## src/rtl/dreg_share_pkg.sv

```systemverilog
// Shared types and helpers for the shared D-register arbiter.
// Holds the FSM state encoding, a width helper and the round-robin pick.
package dreg_share_pkg;

  typedef enum logic {
    IDLE  = 1'b0,
    GRANT = 1'b1
  } state_e;

  // Widest requester vector the round-robin pick handles.
  localparam int MAX_REQ = 8;

  // Bit width needed to index n items, never less than one bit.
  function automatic int clog2w(input int n);
    return (n <= 2) ? 1 : $clog2(n);
  endfunction

  // First asserted request at or after 'start', wrapping modulo n.
  // Returns 0 when nothing is requested; callers gate on |req.
  function automatic logic [2:0] rr_pick(input logic [MAX_REQ-1:0] req,
                                         input logic [2:0]         start,
                                         input int                 n);
    logic [2:0] win;
    logic       found;
    int         idx;
    win   = '0;
    found = 1'b0;
    for (int i = 0; i < MAX_REQ; i++) begin
      idx = (int'(start) + i) % n;
      if (!found && (i < n) && req[idx[2:0]]) begin
        win   = idx[2:0];
        found = 1'b1;
      end
    end
    return win;
  endfunction

endpackage

```

## src/rtl/dreg_en.sv

```systemverilog
// Plain enabled D flip-flop bank with asynchronous active-low reset.
module dreg_en #(
  parameter int WIDTH = 8
) (
  input  logic             clk_i,
  input  logic             rst_ni,
  input  logic             en_i,
  input  logic [WIDTH-1:0] d_i,
  output logic [WIDTH-1:0] q_o
);

  logic [WIDTH-1:0] q_q;

  // Load on enable, clear immediately on reset.
  always_ff @(posedge clk_i or negedge rst_ni) begin
    if (!rst_ni)   q_q <= '0;
    else if (en_i) q_q <= d_i;
  end

  assign q_o = q_q;

endmodule

```

## src/rtl/dreg_share_arbiter.sv

```systemverilog
// Round-robin arbiter sharing one WIDTH-bit register among NREQ producers.
// The grant is registered; the granted slice loads into q at the close of
// each GRANT cycle. The owner may lock to keep back-to-back writes.
// Optional: define DREG_SHARE_LOCK_TIMEOUT_EN to cap a locked run at
// MAX_LOCK consecutive grant cycles.
module dreg_share_arbiter
  import dreg_share_pkg::*;
#(
  parameter int NREQ     = 4,
  parameter int WIDTH    = 8,
  parameter int MAX_LOCK = 8
) (
  input  logic                    clk,
  input  logic                    reset,
  input  logic [NREQ-1:0]         req,
  input  logic [NREQ-1:0]         lock,
  input  logic [NREQ*WIDTH-1:0]   d,
  output logic [NREQ-1:0]         gnt,
  output logic [$clog2(NREQ)-1:0] owner,
  output logic [WIDTH-1:0]        q,
  output logic                    q_upd
);

  localparam int IW = clog2w(NREQ);

  state_e            state_q, state_d;
  logic [IW-1:0]     owner_q, owner_d;
  logic [IW-1:0]     ptr_q, ptr_d;     // next search start
  logic [NREQ-1:0]   gnt_q, gnt_d;
  logic              upd_q;
  logic [IW-1:0]     pick;
  logic [IW-1:0]     pick_nxt;
  logic              any_req;
  logic              hold;
  logic              expire;
  logic              load_en;
  logic [WIDTH-1:0]  d_sel;

  assign any_req  = |req;
  assign pick     = IW'(rr_pick(8'(req), 3'(ptr_q), NREQ));
  assign pick_nxt = (pick == IW'(NREQ-1)) ? '0 : pick + 1'b1;

`ifdef DREG_SHARE_LOCK_TIMEOUT_EN
  localparam int CW = clog2w(MAX_LOCK + 1);
  logic [CW-1:0] cnt_q, cnt_d;

  // The current GRANT cycle is the MAX_LOCK-th of this owner's run.
  assign expire = (cnt_q == CW'(MAX_LOCK - 1));

  // Count consecutive held grant cycles; any fresh arbitration or IDLE clears.
  always_comb begin
    cnt_d = '0;
    if ((state_q == GRANT) && hold) cnt_d = cnt_q + 1'b1;
  end

  // Lock run counter register.
  always_ff @(posedge clk or negedge reset) begin
    if (!reset) cnt_q <= '0;
    else        cnt_q <= cnt_d;
  end
`else
  logic unused_max_lock;
  assign unused_max_lock = (MAX_LOCK > 0);
  assign expire = 1'b0;
`endif

  // Owner keeps the register only while it both locks and requests.
  assign hold = lock[owner_q] & req[owner_q] & ~expire;

  // State, grant and pointer registers.
  always_ff @(posedge clk or negedge reset) begin
    if (!reset) begin
      state_q <= IDLE;
      owner_q <= '0;
      ptr_q   <= '0;
      gnt_q   <= '0;
      upd_q   <= 1'b0;
    end else begin
      state_q <= state_d;
      owner_q <= owner_d;
      ptr_q   <= ptr_d;
      gnt_q   <= gnt_d;
      upd_q   <= load_en;
    end
  end

  // Next-state: arbitrate from IDLE or straight out of GRANT (no bubble).
  always_comb begin
    state_d = state_q;
    owner_d = owner_q;
    ptr_d   = ptr_q;
    gnt_d   = '0;
    case (state_q)
      IDLE: begin
        if (any_req) begin
          state_d = GRANT;
          owner_d = pick;
          ptr_d   = pick_nxt;
          gnt_d   = NREQ'(1) << pick;
        end
      end
      GRANT: begin
        if (hold) begin
          gnt_d = gnt_q;
        end else if (any_req) begin
          owner_d = pick;
          ptr_d   = pick_nxt;
          gnt_d   = NREQ'(1) << pick;
        end else begin
          state_d = IDLE;
        end
      end
      default: state_d = IDLE;
    endcase
  end

  // Outputs: every GRANT cycle commits the owner's slice, even if req dropped.
  always_comb begin
    load_en = (state_q == GRANT);
    d_sel   = d[int'(owner_q)*WIDTH +: WIDTH];
  end

  dreg_en #(.WIDTH(WIDTH)) u_q (
    .clk_i  (clk),
    .rst_ni (reset),
    .en_i   (load_en),
    .d_i    (d_sel),
    .q_o    (q)
  );

  assign gnt   = gnt_q;
  assign owner = owner_q;
  assign q_upd = upd_q;

endmodule

```

## config.mk

```make
export PLATFORM = sky130hd
export DESIGN_NAME = dreg_share_arbiter
export DESIGN_NICKNAME = d
export VERILOG_FILES = /design/src/rtl/dreg_share_pkg.sv /design/src/rtl/dreg_en.sv /design/src/rtl/dreg_share_arbiter.sv
export SDC_FILE = /design/constraint.sdc
export NUM_CORES = 1
export LEC_CHECK = 0
export BUFFER_PORTS_ARGS = -buffer_cell sky130_fd_sc_hd__buf_2
export CORE_ASPECT_RATIO = 0.8
export CORE_MARGIN = 4
export CORE_UTILIZATION = 46
export CTS_CLUSTER_SIZE = 14
export DETAILED_ROUTE_END_ITERATION = 16
export PLACE_DENSITY = 0.81
export RECOVER_POWER = 25
export SYNTH_ARGS = -nofsm -noshare
export SYNTH_HDL_FRONTEND = slang
export SYNTH_SLANG_ARGS = --single-unit
```

## constraint.sdc

```tcl
create_clock -name clk -period 4.94 [get_ports clk]
set_input_delay 1.235 -clock clk [delete_from_list [all_inputs] [get_ports clk]]
set_output_delay 1.235 -clock clk [all_outputs]
set_load 0.005 [all_outputs]
```

==> impl_table.tex <==
\begin{tabular}{lr}
\hline
Metric & Value \\
\hline
\multicolumn{2}{l}{\textbf{GRT}} \\
First-pass GRT wire length & 4160 µm \\
Global-route total usage across every layer & 16.2\% \\
Via count of the first global-routing pass & 965 \\
Total overflow reported by the global router & 0 \\
Number of antenna violations at the first check in global routing & 0 \\
Largest net degree at the start of global routing & 19 \\
\multicolumn{2}{l}{\textbf{Timing}} \\
Transition time at the pin with the least slew margin & 0.905 ns \\
Fmax achieved & 396 MHz \\
Clock tree skew after final layout & 0.0118 ns \\
Fin crit period & 2.53 ns \\
Total negative slack & 0 ns \\
Final Slew Violations & 0 \\
Final Hold Viols & 0 \\
Period Utilization, post-route & between 50 and 60\% \\
RSZ-0062 raised after global routing & no \\
Worst slew slack as a fraction of its limit & 39.7\% \\
Final setup violation count & 0 \\
\multicolumn{2}{l}{\textbf{Setup path}} \\
Startpoint kind of the worst setup timing path & flop \\
Critical path data required time & roughly 3.7 ns \\
Endpoint arrival time on the critical path & approximately 1.3 ns \\
Worst path cell trace & buf\_2 \\
Slowest-stage cell, CP & sky130\_fd\_sc\_hd\_\_dfrtp\_1 \\
WS Path Type & reg2out \\
Family of cells with the greatest summed delay on the critical path & flip-flops \\
Largest stage delay on the critical path & approximately 0.8 ns \\
Critical path endpoint category & output pin \\
Worst-path maximum fanout & 14 \\
Worst path bufs/invs & 1 \\
\multicolumn{2}{l}{\textbf{Clocking}} \\
Number of buffers added for setup after CTS & 0 \\
Maximum count of clock buffers along a single path & 2 \\
Clock root buffer & sky130\_fd\_sc\_hd\_\_clkbuf\_4 \\
Number of gates resized after CTS & 0 \\
CTS H-tree depth & 1 \\
Clock-pin slew reported for the worst setup and hold paths after clock tree synthesis & 0.09 ns \\
Clock tree sinks & 18 \\
Clock buffers created by TritonCTS & 3 \\
Hold-fix buffers, CTS & 0 \\
Clock latency reported for the late side of the worst-skew pair & 0.29 ns \\
CTS tree & built \\
\multicolumn{2}{l}{\textbf{Final layout}} \\
Number of antenna cells inserted & 0 \\
Proportion of layout cells with a drive suffix above 1 & 55.5\% \\
Net count, final & 193 \\
Filler Cell Count & 193 \\
Layout overhead on the synthesized area & 28.6\% \\
\multicolumn{2}{l}{\textbf{Yosys}} \\
Yosys Warn Count & 0 \\
Combinational family with the most area after synthesis & multiplexers \\
Multiplexer area fraction after synthesis & 30.5\% \\
Ranking of synthesized cells by area & sky130\_fd\_sc\_hd\_\_dfrtp\_1 40\%, sky130\_fd\_sc\_hd\_\_mux4\_2 16\%, sky130\_fd\_sc\_hd\_\_mux2\_2 9.0\%, sky130\_fd\_sc\_hd\_\_mux2i\_1 5.4\%, sky130\_fd\_sc\_hd\_\_ha\_1 4.5\% \\
Cell count after synthesis & 90 \\
Top flip-flop cell by instance count after synthesis & sky130\_fd\_sc\_hd\_\_dfrtp\_1 \\
Area leader, netlist & sky130\_fd\_sc\_hd\_\_dfrtp\_1 \\
Count of distinct cell types in the synthesized netlist & 31 \\
Post-Synthesis Cell Area & 0.00112 mm² \\
Sequential share of the synthesized area & 40.2\% \\
Post-synth EDFFs & 0 \\
Nets in the synthesized netlist & around 140 \\
Share of flip-flops with an asynchronous set or reset after synthesis & 100\% \\
Synthesized area divided by synthesized cell count & between 10 and 15 µm² \\
Post-synthesis register bit count & 18 \\
Share of the synthesized area in the top cell type & 40.2\% \\
Commonest cells in the synthesized netlist & 18 x sky130\_fd\_sc\_hd\_\_dfrtp\_1, 9 x sky130\_fd\_sc\_hd\_\_inv\_1, 9 x sky130\_fd\_sc\_hd\_\_mux2\_2 \\
Most common cell in the netlist & sky130\_fd\_sc\_hd\_\_dfrtp\_1 \\
Post-synthesis compound-gate area fraction & 11.6\% \\
Parity-gate share of the synthesized area counting xor and xnor cells & 0\% \\
Simple-Gate Fraction of Synth Area & 7.92\% \\
Share of synthesized cell area in full adder, half adder and majority cells & $\sim$4.5\% \\
\multicolumn{2}{l}{\textbf{Die}} \\
Die Outline Area & 0.00330 mm² \\
Initial standard-cell utilization of the core & 50.2\% \\
Core footprint & around 0.0022 mm² \\
Height of the chip & around 52 µm \\
I/O pin cnt & 57 \\
Row count & 15 \\
X dimension of the die & 63.2 µm \\
\multicolumn{2}{l}{\textbf{Hold path}} \\
Tightest Hold Check Type & reg2reg \\
\multicolumn{2}{l}{\textbf{Job}} \\
Reported max-cap violation count & 0 \\
\multicolumn{2}{l}{\textbf{Pwr}} \\
Total power & 730 µW \\
Peak supply drop & about 0.20 mV \\
Static power due to leakage & 0.000709 µW \\
Pwr dens & roughly 510 mW/mm² \\
\multicolumn{2}{l}{\textbf{Drt}} \\
Violation count after the first detailed-route iteration & 13 \\
Final wirelength & 2510 µm \\
Mean number of vias per cell & around 5.5 \\
Number of nets still failing antenna checks after routing & 0 \\
Final routed wire length divided by cell count & 14.7 µm \\
Number of optimization iterations in the first detailed-route pass & 4 \\
Total via count after detailed routing & 934 \\
Drc violations & 0 \\
\multicolumn{2}{l}{\textbf{Placement}} \\
Routability-driven placement congestion ratio & $\sim$0.87 \\
Count of input and output buffers & 56 \\
Placed wire-length estimate after detailed placement & between 2000 and 2500 µm \\
\multicolumn{2}{l}{\textbf{Run status}} \\
Status & finished clean \\
\hline
\end{tabular}
==> logic make-up after synthesis <==
family / count (synthesis)
buffers and inverters: 13
and+or+nand+nor: 16
adders and majority gates: 4
DFF: 18
muxes: 23
AOI/OAI and AO/OA: 16
==> routing by layer <==
metal  vias up  wire length, µm  global-route usage (%)
met3         2              289                    6.26
met4         0               13                    4.30
met2        49             1140                    28.2
met5         -                0                       0
met1       435             1070                    18.8
li1        448                -                       -
==> through the flow <==
step | hold WS [ns] | cell area, µm² | setup WS, ns | instances | util [%]
2_1_floorplan | 0.352 | 1120 | 2.51 | 90 | -
3_3_place_gp | 0.485 | 1410 | 2.29 | 167 | 63.0
3_5_place_dp | 0.490 | 1410 | 2.21 | 167 | 63.0
4_1_cts | 0.512 | 1440 | 2.37 | 171 | 64.6
5_1_grt | 0.521 | 1440 | 2.29 | 171 | 64.5
6_report | 0.506 | 1440 | 2.41 | 171 | 64.5
==> power by group <==
group / switching (µW) / internal [µW]
sequential: 75.3 / 211
combinational: 144 / 212
clock: 43.0 / 44.8
==> cell type report <==
type / count / area [µm²] / area share, %
multi-input combinational: 59 / 611 / 42.4
sequential: 18 / 450 / 31.3
timing repair buffer: 56 / 279 / 19.4
clock buffer: 4 / 36.3 / 2.52
inverter: 9 / 33.8 / 2.34
tap: 25 / 31.3 / 2.17
==> path summary, 6_finish.rpt <==
| path | start | end | slack, ns | cells after the start |
|---|---|---|---|---|
| worst max-delay path | owner[0]$_DFFE_PN0P_ | owner[0] | 2.41 | 1 |
| worst min register to register | u_q.q_o[3]$_DFFE_PN0P_ | u_q.q_o[3]$_DFFE_PN0P_ | 0.51 | 1 |
| min in group asynchronous | reset | gnt[0]$_DFFE_PN0P_ | 1.04 | 1 |
| worst max register to register | owner[0]$_DFFE_PN0P_ | ptr_q[1]$_DFFE_PN0P_ | 2.99 | 4 |
| max in group asynchronous | reset | u_q.q_o[7]$_DFFE_PN0P_ | 3.34 | 1 |
| worst min-delay path | u_q.q_o[3]$_DFFE_PN0P_ | u_q.q_o[3]$_DFFE_PN0P_ | 0.51 | 1 |
==> worst register-to-register path: stages, from the launching register on <==
cell and delay, ns:
sky130_fd_sc_hd__dfrtp_1 0.78, sky130_fd_sc_hd__inv_1 0.25, sky130_fd_sc_hd__o31ai_4 0.40, sky130_fd_sc_hd__o21ai_2 0.15, sky130_fd_sc_hd__mux2_2 0.28
==> layout by cell type, fill, tap and decap left out, types with 2 or more instances in the layout <==
cell type / instances
sky130_fd_sc_hd__a21oi_1: 5
sky130_fd_sc_hd__mux2i_1: 6
sky130_fd_sc_hd__inv_1: 9
sky130_fd_sc_hd__nand3_1: 2
sky130_fd_sc_hd__ha_1: 4
sky130_fd_sc_hd__nor2_1: 3
sky130_fd_sc_hd__clkbuf_4: 3
sky130_fd_sc_hd__mux4_2: 8
sky130_fd_sc_hd__nand2_1: 5
sky130_fd_sc_hd__buf_2: 55
sky130_fd_sc_hd__dfrtp_1: 18
sky130_fd_sc_hd__mux2_2: 9
==> flip-flops by register name, summed over array words and instances (netlist names) <==
name,cells
gnt,4
load_en,1
owner,2
ptr_q,2
q_upd,1
u_q.q_o,8
Note: power is estimated with default switching activity, not from simulation.
